===== src/rtl/systolic_array.sv =====
// Output-stationary SIZE x SIZE unsigned systolic matrix multiplier (C = A x B) with pre-skewed lane inputs.
// Latency: C complete and done=1 on edge 3*SIZE-2 after reset release; C is combinational from the accumulators.
// No backpressure: lanes are consumed every edge until done, then ignored; SYSTOLIC_SAT_EN selects saturating accumulators.
module systolic_array #(
    parameter int SIZE       = 3,
    parameter int DATA_WIDTH = 10
) (
    input  logic                             clk,
    input  logic                             rst,
    input  logic [SIZE*DATA_WIDTH-1:0]       A,
    input  logic [SIZE*DATA_WIDTH-1:0]       B,
    output logic                             done,
    output logic [SIZE*SIZE*2*DATA_WIDTH-1:0] C
);

    localparam int AW   = 2 * DATA_WIDTH;
    localparam int LAST = 3 * SIZE - 2;
    localparam int CW   = $clog2(LAST + 1);

    // Operand pipelines only exist where a neighbour consumes them:
    // a moves right (no register after the last column), b moves down
    // (no register after the last row).
    logic [DATA_WIDTH-1:0] a_q     [SIZE][SIZE-1];
    logic [DATA_WIDTH-1:0] b_q     [SIZE-1][SIZE];
    logic [DATA_WIDTH-1:0] a_in    [SIZE][SIZE];
    logic [DATA_WIDTH-1:0] b_in    [SIZE][SIZE];
    logic [AW-1:0]         acc     [SIZE][SIZE];
    logic [AW-1:0]         acc_nxt [SIZE][SIZE];
    logic [CW-1:0]         cnt;

    for (genvar gi = 0; gi < SIZE; gi++) begin : g_row
        for (genvar gj = 0; gj < SIZE; gj++) begin : g_col
            logic [AW-1:0] prod;

            if (gj == 0) begin : g_a_edge
                assign a_in[gi][gj] = A[gi*DATA_WIDTH +: DATA_WIDTH];
            end else begin : g_a_int
                assign a_in[gi][gj] = a_q[gi][gj-1];
            end

            if (gi == 0) begin : g_b_edge
                assign b_in[gi][gj] = B[gj*DATA_WIDTH +: DATA_WIDTH];
            end else begin : g_b_int
                assign b_in[gi][gj] = b_q[gi-1][gj];
            end

            assign prod = AW'(a_in[gi][gj]) * AW'(b_in[gi][gj]);

`ifdef SYSTOLIC_SAT_EN
            // One extra bit catches the carry out; clamp to all-ones instead of wrapping.
            logic [AW:0] sum;
            assign sum = {1'b0, acc[gi][gj]} + {1'b0, prod};
            assign acc_nxt[gi][gj] = sum[AW] ? {AW{1'b1}} : sum[AW-1:0];
`else
            assign acc_nxt[gi][gj] = acc[gi][gj] + prod;
`endif

            assign C[(gi*SIZE+gj)*AW +: AW] = acc[gi][gj];
        end
    end

    // Edge counter and done flag; done freezes the counter at LAST and all PE state.
    always_ff @(posedge clk or negedge rst) begin
        if (!rst) begin
            cnt  <= '0;
            done <= 1'b0;
        end else if (!done) begin
            cnt  <= cnt + 1'b1;
            done <= (cnt == CW'(LAST - 1));
        end
    end

    // PE array: accumulate in place and shift operands right/down while running.
    always_ff @(posedge clk or negedge rst) begin
        if (!rst) begin
            for (int i = 0; i < SIZE; i++) begin
                for (int j = 0; j < SIZE; j++) begin
                    acc[i][j] <= '0;
                end
            end
            for (int i = 0; i < SIZE; i++) begin
                for (int j = 0; j < SIZE - 1; j++) begin
                    a_q[i][j] <= '0;
                end
            end
            for (int i = 0; i < SIZE - 1; i++) begin
                for (int j = 0; j < SIZE; j++) begin
                    b_q[i][j] <= '0;
                end
            end
        end else if (!done) begin
            for (int i = 0; i < SIZE; i++) begin
                for (int j = 0; j < SIZE; j++) begin
                    acc[i][j] <= acc_nxt[i][j];
                end
            end
            for (int i = 0; i < SIZE; i++) begin
                for (int j = 0; j < SIZE - 1; j++) begin
                    a_q[i][j] <= a_in[i][j];
                end
            end
            for (int i = 0; i < SIZE - 1; i++) begin
                for (int j = 0; j < SIZE; j++) begin
                    b_q[i][j] <= b_in[i][j];
                end
            end
        end
    end

endmodule


===== config.mk =====
export PLATFORM = sky130hd
export DESIGN_NAME = systolic_array
export DESIGN_NICKNAME = d
export VERILOG_FILES = /design/src/rtl/systolic_array.sv
export SDC_FILE = /design/constraint.sdc
export NUM_CORES = 2
export LEC_CHECK = 0
export ABC_AREA = 1
export CORE_MARGIN = 3
export CORE_UTILIZATION = 65
export DETAILED_ROUTE_END_ITERATION = 10
export DONT_BUFFER_PORTS = 1
export GPL_TIMING_DRIVEN = 1
export PLACE_DENSITY = 0.81
export SKIP_CTS_REPAIR_TIMING = 1
export SLEW_MARGIN = 15
export SYNTH_ARGS = -nofsm -noshare
export SYNTH_HDL_FRONTEND = slang
export SYNTH_SLANG_ARGS = --single-unit

===== constraint.sdc =====
create_clock -name clk -period 6.6 [get_ports clk]
set_input_delay 0.66 -clock clk [delete_from_list [all_inputs] [get_ports clk]]
set_output_delay 0.66 -clock clk [all_outputs]
set_load 0.05 [all_outputs]

# Word-level counts from Yosys, hierarchy flattened
# Cells that the tools add are included.
# Widths: inputs -> output; s select.
# classes
addsub	10
n_mul	9
n_mux	1
eq_ne	1
# op_table
operator	n
$add 20x20->20	9
$mul 10x10->20	9
$add 3x1->3 const B	1
$eq 3x3->1 const B	1
$mux 1	1
# word_totals
reg_bits	304
output_inout_bits	181
input_bits	62
elab_cells	44

# Longest topological paths before layout
# logic_depth
ltp_word	2
ltp_mapped	24
mapped_depth_nobuf	23

# Least setup slack after synthesis
# No wires, ideal clock.
# synth_timing
path_type	input -> register
start	input port B[21]
end	register acc, in the netlist C[50]
n_path_buf	1
path_slack_ps	1869
setup_time_ps	118
path_stages	18
arrival_ps	4613
path_cell_list	clkbuf_1 > nand2_1 > fa_1 > inv_1 > fa_1 > fa_1 > fa_1 > inv_1 > fa_1 > inv_1 > ha_1 > a21oi_1 > inv_1 > a21oi_1 > nand2_1 > or2_1 > nand3_1 > nand2_1
# synth_via
elab_chain_cells	2
# synth_lines
item	line_no	source
from (decl)	11	input logic [SIZE*DATA_WIDTH-1:0] B,
$mul 10x10->20	47	assign prod = AW'(a_in[gi][gj]) * AW'(b_in[gi][gj]);
$add 20x20->20	55	assign acc_nxt[gi][gj] = acc[gi][gj] + prod;
to (signal, indexed assignment)	94	acc[i][j] <= acc_nxt[i][j];
to (decl)	27	logic [AW-1:0] acc [SIZE][SIZE];
# Every way passes these cells.
# A chain may end at the register's enable or synchronous reset.

# Final worst setup path
# layout_timing
start	register b_q, in the netlist b_in[21]
end	register acc, in the netlist C[136]
# layout_via
elab_chain_cells	2
# layout_lines
item	line_no	source
from (decl)	24	logic [DATA_WIDTH-1:0] b_q [SIZE-1][SIZE];
from (signal, indexed assignment)	104	b_q[i][j] <= b_in[i][j];
$mul 10x10->20	47	
$add 20x20->20	55	
# Every way passes these cells.

==> results.yml <==
place:
  gp_congestion: 0.948
  numPlacedInstances: 7103
  placed_area_um2: 48300
  port_buffers: 0
  hpwl_mm: 95.5
logic_synthesis:
  syn-instance-count: 6384
  ys_ff_latch: 304
  synth_cell_type_count: 29
  syn_area_um2: 48000
  yosys_warnings: 0
  synth-seq-area-share_pct: 15.8
  synth_nets: 7654
  synth.avg_cell_area_um2: 7.53
clock_network:
  ctsRootBufferMaster: "clkbuf_16"
  h-tree-depth: 2
  clkTransAtPathRegs_ns: 0.07
  clk_latency_ns: 0.59
  cts_tree: "yes"
  cts_inserted_buffers: 42
  cts_sinks: 304
  clockBufferDepth: 3
die:
  row_count: 99
  core-area_um2: 73100
  initial_core_util_pct: 65.7
  die_h_um: 278
  io_pins: 243
  die_area_um2: 77200
  die_w_um: 278
worst_hold_path:
  hp-class: "in2async"
critical_path:
  crit_path_end_kind: "flip-flop"
  crit_path_start_kind: "flip-flop"
  crit_fanout: 11
  worstPathRequired_ns: 7.08
  worstPathArrival_ns: 5.32
  r2r_cells: 18
  critical_path_class: "reg2reg"
timing:
  clock.fmax_mhz: 207
  maxSlewViolCount: 0
  final.setup_skew_ns: 0.0241
  slew_headroom_pct: 33.3
  rsz0062_at_grt: "no"
  min_period_over_period_pct: 73.3
  setup_tns_ns: 0
  fin_crit_ns: 4.83
  max_slew.worst_pin.slew_ns: 1.00
  finalSetupViolCount: 0
  hold_viol: 304
  whs_ns: -0.238
final_layout:
  nNetsFinal: 7458
  multi_input_area_um2: 32800
  regArea_um2: 7610
  drive_gt1_share_pct: 1.93
  syn_to_final_growth_pct: 3.58
  fin_area_um2: 49800
  fill_cells: 6050
  fin_cells: 7181
global_route:
  grt_pass1_wl_mm: 201
  antenna_found_initial: 2
  track_usage_pct: 32.1
  grt_max_degree: 305
  grt_overflow: 0
  grt_pass1_vias: 40100
drt:
  wl_per_cell_um: 16.7
  ant_nets: 0
  drt_iter0_drc: 2585
  vias: 38200
  vias_per_cell: 5.32
  dr.pass1.iters: 8
  drc_errors: 2
  routed_wl_mm: 120
outcome:
  status: "finished with violations"
  failed_checks: "design-rule violations, negative hold slack"
flow_run:
  cap_viol_max_count: 0
cells in the mapped netlist:
library cell  number  area [um^2]
xor2_1             9         78.8
nor2_1           151          567
dfrtp_1          304         7610
buf_4              6         45.0
buf_6              3         33.8
or2_1              2         12.5
a21oi_2            8         70.1
nand3b_1          45          338
buf_2             42          210
o21ai_1           35          175
inv_2              1         3.75
or2_2              4         25.0
xnor2_1           57          499
ha_1             479         5990
nand2_1         1954         7330
nand4_1            8         50.1
o21ai_0          217         1090
clkbuf_2           1         5.00
a21oi_4            1         16.3
nand3_1          167          836
clkbuf_1         194          728
o21ai_2            8         70.1
fa_1             729        14600
inv_1           1769         6640
nand2_2           10         62.6
nand3_2            9         90.1
a21oi_1          133          666
nor3_1            22          110
and2_1            16          100
layout make-up:
type                    instances  area share [%]
flip-flops and latches        304            15.3
multi-input cells            4064            65.9
repair buffers                  6          0.0905
clock buffers                  53            2.32
clock inverters                24           0.666
diodes                          1         0.00503
well taps                     959            2.41
inverters                    1770            13.4
stage by stage:
step,setup WS [ns],utilization [%],hold WS [ns]
finish,1.77,68.1,-0.238
global route,1.49,68.1,-0.262
CTS,1.80,68.1,-0.257
detailed placement,1.81,66.1,0.383
global placement,1.89,66.1,0.382
floorplan,1.87,-,0.364
critical path: stages (launching register included):
cell and delay, ns:
dfrtp_1 0.69, nand2_1 0.16, fa_1 0.56, inv_1 0.05, fa_1 0.50, fa_1 0.51, fa_1 0.50, inv_1 0.05
fa_1 0.47, inv_1 0.04, ha_1 0.33, nand2_1 0.17, inv_1 0.07, a21oi_2 0.19, nor2_1 0.07, nor2_1 0.12
nand3b_1 0.09, nand3_1 0.08, nand2_1 0.06
layout by cell type, fill, tap and decap left out, drive strengths merged, types with 8 or more instances in the layout:
master / synthesis / final
nand2: 1964 / 1964
inv: 1770 / 1774
fa: 729 / 729
ha: 479 / 479
dfrtp: 304 / 304
o21ai: 260 / 260
nand3: 176 / 176
nor2: 151 / 151
a21oi: 142 / 142
xnor2: 57 / 57
clkbuf: 195 / 53
nand3b: 45 / 45
nor3: 22 / 22
and2: 16 / 16
xor2: 9 / 9
clkinv: 0 / 9
nand4: 8 / 8
routing by layer:
layer  track usage, %  part of all wire (%)  wire length, um  vias to the layer above
met5                0                     0                0                        -
met4             9.84                   3.0             3580                        0
met3             6.46                   7.2             8570                      242
met2             56.1                    50            59600                     1216
met1             40.2                    40            47900                    18700
li1                 -                     -                -                    18000
path summary, 6_finish.rpt:
check | startpoint | endpoint | slack, ns
min in group clk | A[20] | a_in[10] | 0.19
max reg2reg | b_in[21] | C[136] | 1.77
max | b_in[21] | C[136] | 1.77
min reg2reg | cnt[0] | cnt[0] | 0.51
max in group asynchronous | rst | C[37] | 6.15
min | rst | C[140] | -0.24
state kept, by name, indices dropped and copies added (netlist names):
register / count
C: 180
done: 1
cnt: 3
a_in: 60
b_in: 60
cells by family after synthesis:
kind of cell	Yosys count	share of synthesized area [%]
AOI/OAI and AO/OA	402	4.34
xor gates and xnor gates	66	1.20
adders and majority gates	1208	42.8
buffers and inverters	2016	16.0
DFF	304	15.8
and+or+nand+nor	2388	19.8
Power is not shown: default switching activity piles up to over one toggle a cycle in this logic, so the estimate is an artifact.
